<file path="src/rtl/imm_gen_pipe_if.sv">
// imm_gen_pipe_if: instruction-in / immediate-out handshake bundle.
//   master : producer/consumer side (drives in_valid, inst_code, flush, out_ready)
//   slave  : imm_gen_pipe side (drives in_ready, out_valid, Imm_out, fmt,
//            illegal, illegal_cnt)
interface imm_gen_pipe_if #(
   parameter int unsigned XLEN  = 32,
   parameter int unsigned CNT_W = 16
);
   logic             in_valid;
   logic             in_ready;
   logic [31:0]      inst_code;
   logic             flush;
   logic             out_valid;
   logic             out_ready;
   logic [XLEN-1:0]  Imm_out;
   logic [2:0]       fmt;
   logic             illegal;
   logic [CNT_W-1:0] illegal_cnt;

   modport master (
      output in_valid, inst_code, flush, out_ready,
      input  in_ready, out_valid, Imm_out, fmt, illegal, illegal_cnt
   );

   modport slave (
      input  in_valid, inst_code, flush, out_ready,
      output in_ready, out_valid, Imm_out, fmt, illegal, illegal_cnt
   );
endinterface

</file>
<file path="src/rtl/imm_gen_pipe.sv">
// imm_gen_pipe: RV immediate generator behind a valid/ready pipeline stage
// with an output register and one skid register.
//   clk   : clock, rising edge
//   reset : asynchronous active-high reset
//   bus   : imm_gen_pipe_if.slave
//           in_valid/in_ready/inst_code : instruction input handshake
//           flush                       : synchronous kill of all held beats
//           out_valid/out_ready         : result handshake
//           Imm_out/fmt/illegal         : decoded result (held while invalid)
//           illegal_cnt                 : saturating count of accepted illegal beats
module imm_gen_pipe #(
   parameter int unsigned XLEN  = 32,
   parameter int unsigned CNT_W = 16
) (
   input logic          clk,
   input logic          reset,
   imm_gen_pipe_if.slave bus
);

   typedef enum logic [2:0] {
      FMT_NONE = 3'd0,
      FMT_I    = 3'd1,
      FMT_S    = 3'd2,
      FMT_B    = 3'd3,
      FMT_U    = 3'd4,
      FMT_J    = 3'd5
   } fmt_e;

   logic [31:0] inst;
   assign inst = bus.inst_code;

   // Each immediate is built XLEN wide directly; replication counts stay
   // positive for both legal XLEN values.
   logic [XLEN-1:0] imm_i, imm_s, imm_b, imm_u, imm_j;
   assign imm_i = {{(XLEN-11){inst[31]}}, inst[30:20]};
   assign imm_s = {{(XLEN-11){inst[31]}}, inst[30:25], inst[11:7]};
   assign imm_b = {{(XLEN-12){inst[31]}}, inst[7], inst[30:25], inst[11:8], 1'b0};
   assign imm_u = {{(XLEN-31){inst[31]}}, inst[30:12], 12'b0};
   assign imm_j = {{(XLEN-20){inst[31]}}, inst[19:12], inst[20], inst[30:21], 1'b0};

   logic [XLEN-1:0] dec_imm;
   fmt_e            dec_fmt;
   logic            dec_ill;

   always_comb begin
      dec_imm = '0;
      dec_fmt = FMT_NONE;
      dec_ill = 1'b0;
      case (inst[6:0])
         7'b0000011, 7'b0010011, 7'b1100111, 7'b1110011: begin
            dec_fmt = FMT_I;
            dec_imm = imm_i;
         end
         7'b0100011: begin
            dec_fmt = FMT_S;
            dec_imm = imm_s;
         end
         7'b1100011: begin
            dec_fmt = FMT_B;
            dec_imm = imm_b;
         end
         7'b0110111, 7'b0010111: begin
            dec_fmt = FMT_U;
            dec_imm = imm_u;
         end
         7'b1101111: begin
            dec_fmt = FMT_J;
            dec_imm = imm_j;
         end
         7'b0110011: ;   // R-type: legal, no immediate
         7'b0011011: begin
            // OP-IMM-32 only exists on RV64
            if (XLEN == 64) begin
               dec_fmt = FMT_I;
               dec_imm = imm_i;
            end else begin
               dec_ill = 1'b1;
            end
         end
         default: dec_ill = 1'b1;
      endcase
   end

   logic             out_valid_q, skid_valid_q, in_ready_q;
   logic [XLEN-1:0]  out_imm_q, skid_imm_q;
   fmt_e             out_fmt_q, skid_fmt_q;
   logic             out_ill_q, skid_ill_q;
   logic [CNT_W-1:0] cnt_q;

   logic accept, out_free;
   assign accept   = bus.in_valid && in_ready_q && !bus.flush;
   assign out_free = !out_valid_q || bus.out_ready;

   always_ff @(posedge clk or posedge reset) begin
      if (reset) begin
         out_valid_q  <= 1'b0;
         skid_valid_q <= 1'b0;
         in_ready_q   <= 1'b0;
         out_imm_q    <= '0;
         out_fmt_q    <= FMT_NONE;
         out_ill_q    <= 1'b0;
         skid_imm_q   <= '0;
         skid_fmt_q   <= FMT_NONE;
         skid_ill_q   <= 1'b0;
         cnt_q        <= '0;
      end else begin
         in_ready_q <= 1'b1;
         if (bus.flush) begin
            out_valid_q  <= 1'b0;
            skid_valid_q <= 1'b0;
         end else begin
            if (out_free) begin
               // in_ready mirrors skid-empty, so a skid beat and a new
               // accept never compete for the output register.
               if (skid_valid_q) begin
                  out_imm_q    <= skid_imm_q;
                  out_fmt_q    <= skid_fmt_q;
                  out_ill_q    <= skid_ill_q;
                  out_valid_q  <= 1'b1;
                  skid_valid_q <= 1'b0;
               end else if (accept) begin
                  out_imm_q   <= dec_imm;
                  out_fmt_q   <= dec_fmt;
                  out_ill_q   <= dec_ill;
                  out_valid_q <= 1'b1;
               end else begin
                  out_valid_q <= 1'b0;
               end
            end else begin
               if (accept) begin
                  skid_imm_q   <= dec_imm;
                  skid_fmt_q   <= dec_fmt;
                  skid_ill_q   <= dec_ill;
                  skid_valid_q <= 1'b1;
               end
               in_ready_q <= !(skid_valid_q || accept);
            end
            if (accept && dec_ill && (cnt_q != '1))
               cnt_q <= cnt_q + CNT_W'(1);
         end
      end
   end

   assign bus.in_ready    = in_ready_q;
   assign bus.out_valid   = out_valid_q;
   assign bus.Imm_out     = out_imm_q;
   assign bus.fmt         = out_fmt_q;
   assign bus.illegal     = out_ill_q;
   assign bus.illegal_cnt = cnt_q;

endmodule

</file>
<file path="src/flat_wrapper.sv">
// flat-port wrapper written by rule: the top's interface ports become plain ports
module imm_gen_pipe_flat 
#(
   parameter int unsigned XLEN  = 32,
   parameter int unsigned CNT_W = 16
)
  (clk, reset, bus_in_valid, bus_inst_code, bus_flush, bus_out_ready, bus_in_ready, bus_out_valid, bus_Imm_out, bus_fmt, bus_illegal, bus_illegal_cnt);
  imm_gen_pipe_if #(.XLEN(XLEN), .CNT_W(CNT_W)) bus_i ();
  input logic clk;
  input logic reset;
  input wire logic [$bits(bus_i.in_valid)-1:0] bus_in_valid;
  input wire logic [$bits(bus_i.inst_code)-1:0] bus_inst_code;
  input wire logic [$bits(bus_i.flush)-1:0] bus_flush;
  input wire logic [$bits(bus_i.out_ready)-1:0] bus_out_ready;
  output wire logic [$bits(bus_i.in_ready)-1:0] bus_in_ready;
  output wire logic [$bits(bus_i.out_valid)-1:0] bus_out_valid;
  output wire logic [$bits(bus_i.Imm_out)-1:0] bus_Imm_out;
  output wire logic [$bits(bus_i.fmt)-1:0] bus_fmt;
  output wire logic [$bits(bus_i.illegal)-1:0] bus_illegal;
  output wire logic [$bits(bus_i.illegal_cnt)-1:0] bus_illegal_cnt;
  assign bus_i.in_valid = bus_in_valid;
  assign bus_i.inst_code = bus_inst_code;
  assign bus_i.flush = bus_flush;
  assign bus_i.out_ready = bus_out_ready;
  assign bus_in_ready = bus_i.in_ready;
  assign bus_out_valid = bus_i.out_valid;
  assign bus_Imm_out = bus_i.Imm_out;
  assign bus_fmt = bus_i.fmt;
  assign bus_illegal = bus_i.illegal;
  assign bus_illegal_cnt = bus_i.illegal_cnt;
  imm_gen_pipe #(.XLEN(XLEN), .CNT_W(CNT_W)) u_core (.clk(clk), .reset(reset), .bus(bus_i));
endmodule
</file>
<file path="config.mk">
export PLATFORM = sky130hd
export DESIGN_NAME = imm_gen_pipe_flat
export DESIGN_NICKNAME = d
export VERILOG_FILES = /design/src/rtl/imm_gen_pipe_if.sv /design/src/rtl/imm_gen_pipe.sv /design/src/flat_wrapper.sv
export SDC_FILE = /design/constraint.sdc
export NUM_CORES = 1
export LEC_CHECK = 0
export CORE_MARGIN = 8
export CORE_UTILIZATION = 35
export CTS_BUF_LIST = sky130_fd_sc_hd__clkbuf_16
export CTS_CLUSTER_SIZE = 20
export DETAILED_ROUTE_END_ITERATION = 8
export PLACE_DENSITY = 0.7
export SETUP_SLACK_MARGIN = 0.02
export SLEW_MARGIN = 30
export SYNTH_ARGS = -nofsm -noshare
export SYNTH_HDL_FRONTEND = slang
export SYNTH_SLANG_ARGS = --single-unit
</file>
<file path="constraint.sdc">
create_clock -name clk -period 5.1 [get_ports clk]
set_clock_uncertainty 0.15 [all_clocks]
set_input_delay 1.02 -clock clk [delete_from_list [all_inputs] [get_ports clk]]
set_output_delay 1.02 -clock clk [all_outputs]
set_load 0.01 [all_outputs]
</file>
Word level (Yosys, flattened, before mapping)

Index checks and enable logic that the tools add are counted.

Input bits: 37
Output and inout bits: 54
Register bits after elaboration: 91

Equal/unequal tests: 11
Bitwise operators: 2
Multiplexer cells: 18
Reduce and logical (&&, ||, !) cells: 18
$add $sub $neg: 1

Operators by type and width:

| cell                                                 | number |
|---|---|
| case mux 32 bit (5 select lines)                     | 1 |
| two-way mux 32 bit                                   | 2 |
| equality test 7 bit (second input constant)          | 4 |
| equality test 7 x 6 -> 1 bit (second input constant) | 3 |
| adder 16 x 1 -> 16 bit (second input constant)       | 1 |
| inequality test 16 bit (second input constant)       | 1 |
| case mux 3 bit (5 select lines)                      | 1 |
| equality test 7 x 5 -> 1 bit (second input constant) | 2 |
| two-way mux 1 bit                                    | 12 |
| OR reduction 10 bit                                  | 1 |
| equality test 7 x 2 -> 1 bit (second input constant) | 1 |
| two-way mux 3 bit                                    | 2 |
| AND reduction 3 bit                                  | 2 |
| logical AND 1 bit                                    | 4 |
| nonzero test 2 bit                                   | 2 |
| OR reduction 4 bit                                   | 1 |
| zero test 1 bit                                      | 3 |
| nonzero test 3 bit                                   | 1 |
| logical OR 1 bit                                     | 2 |
| inverter 1 bit                                       | 2 |
| AND reduction 2 bit                                  | 1 |
| OR reduction 2 bit                                   | 1 |

Depth between registers and ports, before layout

Word-level depth: 6
Mapped depth: 7
Gate-level depth less buffers: 6

Worst setup path before layout

Ideal clock, no wire load.

Kind: input to register
Start point: in bus_inst_code[6]
End point: reg u_core.cnt_q[15] (netlist: u_core.bus.illegal_cnt[15])
Path slack: 2.500 ns
Stages on the path: 6
Data arrival time: 2.325 ns
Library setup time: 0.125 ns
Path buffers: 1
Cell sequence: buf_2 -> or3b_1 -> a21o_1 -> and2_1 -> nand3_1 -> mux2_2

Longest elaborated chain between the ends: 6

Ends and longest elaborated chain:

| item                                                       | RTL line            | text |
|---|---|---|
| from (decl)                                                | flat_wrapper.sv:12  | `input wire logic [$bits(bus_i.inst_code)-1:0] bus_inst_code;` |
| equality test 7 x 2 -> 1 bit, or another cell as far along | imm_gen_pipe.sv:49  | `case (inst[6:0])` |
| OR reduction 10 bit (no source line) (*)                   | --                  |  |
| two-way mux 1 bit (*)                                      | --                  |  |
| logical AND 1 bit (*) (2 in a row)                         | imm_gen_pipe.sv:138 | `if (accept && dec_ill && (cnt_q != '1))` |
| AND reduction 2 bit (no source line) (*)                   | --                  |  |
| to (signal assigned)                                       | imm_gen_pipe.sv:139 | `cnt_q <= cnt_q + CNT_W'(1);` |
| to (decl)                                                  | imm_gen_pipe.sv:88  | `logic [CNT_W-1:0] cnt_q;` |

Mark *: on every way between the ends. The rest lies on a longest branch, timed or not.
A chain may end at the register's enable or synchronous reset.

Final worst setup path

Start point: in bus_flush
End point: reg u_core.out_imm_q[27] (netlist: u_core.bus.Imm_out[27])

Longest elaborated chain between the ends: 4

Ends and longest elaborated chain:

| item                                     | RTL line            | text |
|---|---|---|
| from (decl)                              | flat_wrapper.sv:13  | `input wire logic [$bits(bus_i.flush)-1:0] bus_flush;` |
| zero test 1 bit                          | imm_gen_pipe.sv:91  | `assign accept = bus.in_valid && in_ready_q && !bus.flush;` |
| logical AND 1 bit                        | imm_gen_pipe.sv:91  |  |
| nonzero test 2 bit (no source line)      | --                  |  |
| AND reduction 3 bit (no source line) (*) | --                  |  |
| to (signal assigned)                     | imm_gen_pipe.sv:116 | `out_imm_q <= skid_imm_q;` |
| to (signal assigned)                     | imm_gen_pipe.sv:122 | `out_imm_q <= dec_imm;` |
| to (decl)                                | imm_gen_pipe.sv:85  | `logic [XLEN-1:0] out_imm_q, skid_imm_q;` |

Marks and branches as above.

==> results.sh <==
export IMPL_fp_dieH_um=126
export IMPL_cts_htree_levels=3
export IMPL_end_kind="flip-flop"
export IMPL_crit_path_start_kind="input pin"
export IMPL_synth_xor_area_frac=0.0289
export IMPL_syn_to_final_growth_pct=31.5
export IMPL_antenna_found_initial=0
export IMPL_internal_power_mw=1.49
export IMPL_p_per_area_nw_per_um2=368
export IMPL_cts_buffers=9
export IMPL_combPwrFrac=0.206
export IMPL_worst_pin_slew_ps=831
export IMPL_synth_top_cell_by_area="dfrtp_1"
export IMPL_pin_count=91
export IMPL_holdWs_ps=324
export IMPL_yosys_warnings=0
export IMPL_grt_max_degree=50
export IMPL_synth_seq_cells=91
export IMPL_status="completed"
export IMPL_core_um2=11900
export IMPL_grt_pass1_wl_um=19100
export IMPL_worstHoldStart="u_core.skid_imm_q[11]$_DFFE_PP0P_"
export IMPL_wl_per_cell_um=16.8
export IMPL_reg2reg_slack_ps=2380
export IMPL_netlist_area_um2=4240
export IMPL_drc_errors=0
export IMPL_synth_async_reset_ratio=1.00
export IMPL_max_freq_mhz=287
export IMPL_p_seq_frac=0.449
export IMPL_grt_use_total=0.147
export IMPL_synth_yosys_seq_area_share=0.537
export IMPL_syn_nets=490
export IMPL_p_sw_mw=0.558
export IMPL_drt_wl_total_um=11500
export IMPL_clk_pin_slew_ps=70
export IMPL_ctsRootBufferMaster="clkbuf_16"
export IMPL_vdd_drop_max_mv=0.340
export IMPL_cts_hold_buf=0
export IMPL_synth_edff_count=0
export IMPL_fin_nets=570
export IMPL_vias=3619
export IMPL_hold_violations=0
export IMPL_dp_hpwl_um=7990
export IMPL_cts_resized=0
export IMPL_synth_cell_types=52
export IMPL_rr_worst_depth=6
export IMPL_ys_top_cells_by_area="dfrtp_1 (54%), a21oi_1 (6.4%), nand2_1 (5.1%)"
export IMPL_post_route_min_period_ps=3490
export IMPL_period_share=0.684
export IMPL_drt_iter0_markers=382
export IMPL_post_cts_buffers=0
export IMPL_path_max_fanout=36
export IMPL_numPortBuffers=90
export IMPL_rsz0062_at_grt="no"
export IMPL_place_congestion=0.829
export IMPL_drtPass1Iterations=4
export IMPL_whs_path_depth=2
export IMPL_r2r_end="u_core.bus.Imm_out[27]$_DFFE_PP0P_"
export IMPL_synthCells=452
export IMPL_hold_path_endpoint="u_core.skid_imm_q[11]$_DFFE_PP0P_"
export IMPL_swShare=0.272
export IMPL_cp_data_arrival_time_ps=3520
export IMPL_netlist_area_leader_share=0.537
export IMPL_rows=40
export IMPL_first_global_vias=3710
export IMPL_clk_latency_ps=340
export IMPL_drtAntennaViolNets=0
export IMPL_clockPowerShare=0.345
export IMPL_hold_path_class="reg2reg"
export IMPL_maxSlewHeadroom=0.445
export IMPL_synth_compound_area_frac=0.180
export IMPL_cts_tree="yes"
export IMPL_vias_per_cell=5.29
export IMPL_clock_sinks=91
export IMPL_setup_viol=0
export IMPL_synthMuxAreaShare=0.00768
export IMPL_slew_violations=0
export IMPL_synth_simple_gate_area_frac=0.200
export IMPL_die_x_um=126
export IMPL_start_util=0.356
export IMPL_crit_type="in2reg"
export IMPL_cts_path_max_buffers=2
export IMPL_gr_total_overflow=0
export IMPL_drive_above_1_share=0.0708
export IMPL_antennaDiodeCount=0
export IMPL_r2r_start="u_core.bus.out_valid$_DFFE_PP0N_"
export IMPL_maxCapViolCount=0
export IMPL_avgSynthCellArea_um2=9.38
export IMPL_synth_top_family_by_area="simple AND/OR/NAND/NOR gates"
export IMPL_synth_adder_area_share=0.00295
export IMPL_setup_tns_ps=0
export IMPL_crit_required_ps=5130
export IMPL_die_area_um2=15900
export IMPL_leakage_nw=2.27
export IMPL_ys_flop_type="dfrtp_1"
-- cells in the mapped netlist (2+ instances only) --
master / count
a31oi_1: 20
o21a_1: 2
xnor2_1: 6
o31ai_1: 2
buf_6: 2
a21o_1: 3
inv_1: 14
o2bb2ai_1: 6
nand2b_1: 4
dfrtp_1: 91
nor2_1: 42
o22ai_1: 5
nand3_1: 12
nor3_1: 12
nor4_1: 2
buf_2: 7
and3_1: 2
nor3_2: 2
nand3b_1: 13
nor2b_1: 3
a21oi_1: 54
o21ai_0: 28
nand2_1: 58
or3_1: 2
nand4_1: 5
clkbuf_1: 17
xor2_1: 8
or2_2: 3
a22oi_1: 4
-- layout by cell type, fill, tap and decap left out, types with 2 or more instances in the layout --
cell type,netlist,layout
xor2_1,8,8
a21oi_1,54,54
o21ai_0,28,28
a22oi_1,4,4
o31ai_1,2,2
clkbuf_16,0,9
nand2_1,58,58
bufinv_16,0,2
o2bb2ai_1,6,6
nor3_1,12,11
and3_1,2,2
nor2_1,42,42
a21o_1,3,3
nand3b_1,13,13
nand2b_1,4,4
nand4_1,5,5
dfrtp_1,91,91
clkdlybuf4s50_1,0,90
nor2b_1,3,3
or2_2,3,3
buf_4,1,7
inv_1,14,14
o22ai_1,5,5
o21a_1,2,2
xnor2_1,6,6
a31oi_1,20,20
nor3_2,2,2
nor4_1,2,2
nand3_1,12,12
-- state kept, by name, indices dropped and copies added, names as in the netlist --
name	cells
u_core.bus.Imm_out	32
u_core.skid_imm_q	32
u_core.bus.illegal_cnt	16
u_core.bus.fmt	3
u_core.skid_fmt_q	3
u_core.bus.illegal	1
u_core.bus.in_ready	1
u_core.bus.out_valid	1
u_core.skid_ill_q	1
u_core.skid_valid_q	1
-- routing by layer --
| layer | track usage | share of wire | vias to the layer above |
|---|---|---|---|
| li1 | - | - | 1738 |
| met1 | 0.178 | 0.44 | 1753 |
| met5 | 0 | 0 | - |
| met2 | 0.231 | 0.46 | 116 |
| met3 | 0.0633 | 0.089 | 12 |
| met4 | 0.0488 | 0.014 | 0 |
-- power by group through the flow --
stage                     Clock, mW  Sequential, mW  Combinational [mW]
final                         0.708           0.920               0.423
after global routing          0.750           0.935               0.466
after CTS                     0.725           0.921               0.429
after detailed placement          0           0.932               0.426
after global placement            0           0.927               0.415
after floorplan                   0           0.947               0.177
-- logic make-up (layout without fill, tap and decap cells) --
family | count (synthesis) | count (layout)
DFF | 91 | 91
and+or+nand+nor | 171 | 171
adders and majority gates | 1 | 1
AOI/OAI and AO/OA | 130 | 130
xor gates and xnor gates | 14 | 14
muxes | 3 | 3
buffers and inverters | 42 | 127
-- through the flow --
step	area [µm²]	util	cells	setup WS (ps)	power, mW
after floorplan	4240	-	452	1570	1.12
after global placement	5260	0.441	668	1480	1.34
after detailed placement	5260	0.441	668	1350	1.36
after CTS	5570	0.468	684	1660	2.08
after global routing	5570	0.468	684	1410	2.15
final	5570	0.468	684	1610	2.05
-- critical path, stage by stage --
cell,delay [ps]
clkdlybuf4s50_1,570
nor3_4,230
buf_4,370
nand2b_1,370
nor2b_1,760
a21oi_1,190
-- how the worst max path moves through the flow --
stage | end | startpoint | cells past startpoint
after floorplan | u_core.bus.Imm_out[0]$_DFFE_PP0P_ | reset | 1
after global placement | u_core.bus.Imm_out[24]$_DFFE_PP0P_ | bus_flush | 6
after detailed placement | u_core.bus.Imm_out[21]$_DFFE_PP0P_ | bus_flush | 6
after CTS | u_core.bus.Imm_out[27]$_DFFE_PP0P_ | bus_flush | 6
after global routing | u_core.bus.Imm_out[27]$_DFFE_PP0P_ | bus_flush | 6
final | u_core.bus.Imm_out[27]$_DFFE_PP0P_ | bus_flush | 6
-- cell type report --
| class | instances | area (µm²) |
|---|---|---|
| fillers | 1168 | 6340 |
| repair buffers | 97 | 953 |
| inverters | 14 | 53.8 |
| clock buffers | 9 | 225 |
| well taps | 147 | 184 |
| flip-flops and latches | 91 | 2280 |
| multi-input cells | 319 | 1790 |
| clock inverters | 7 | 92.6 |
Power figures use the tool's default switching activity.
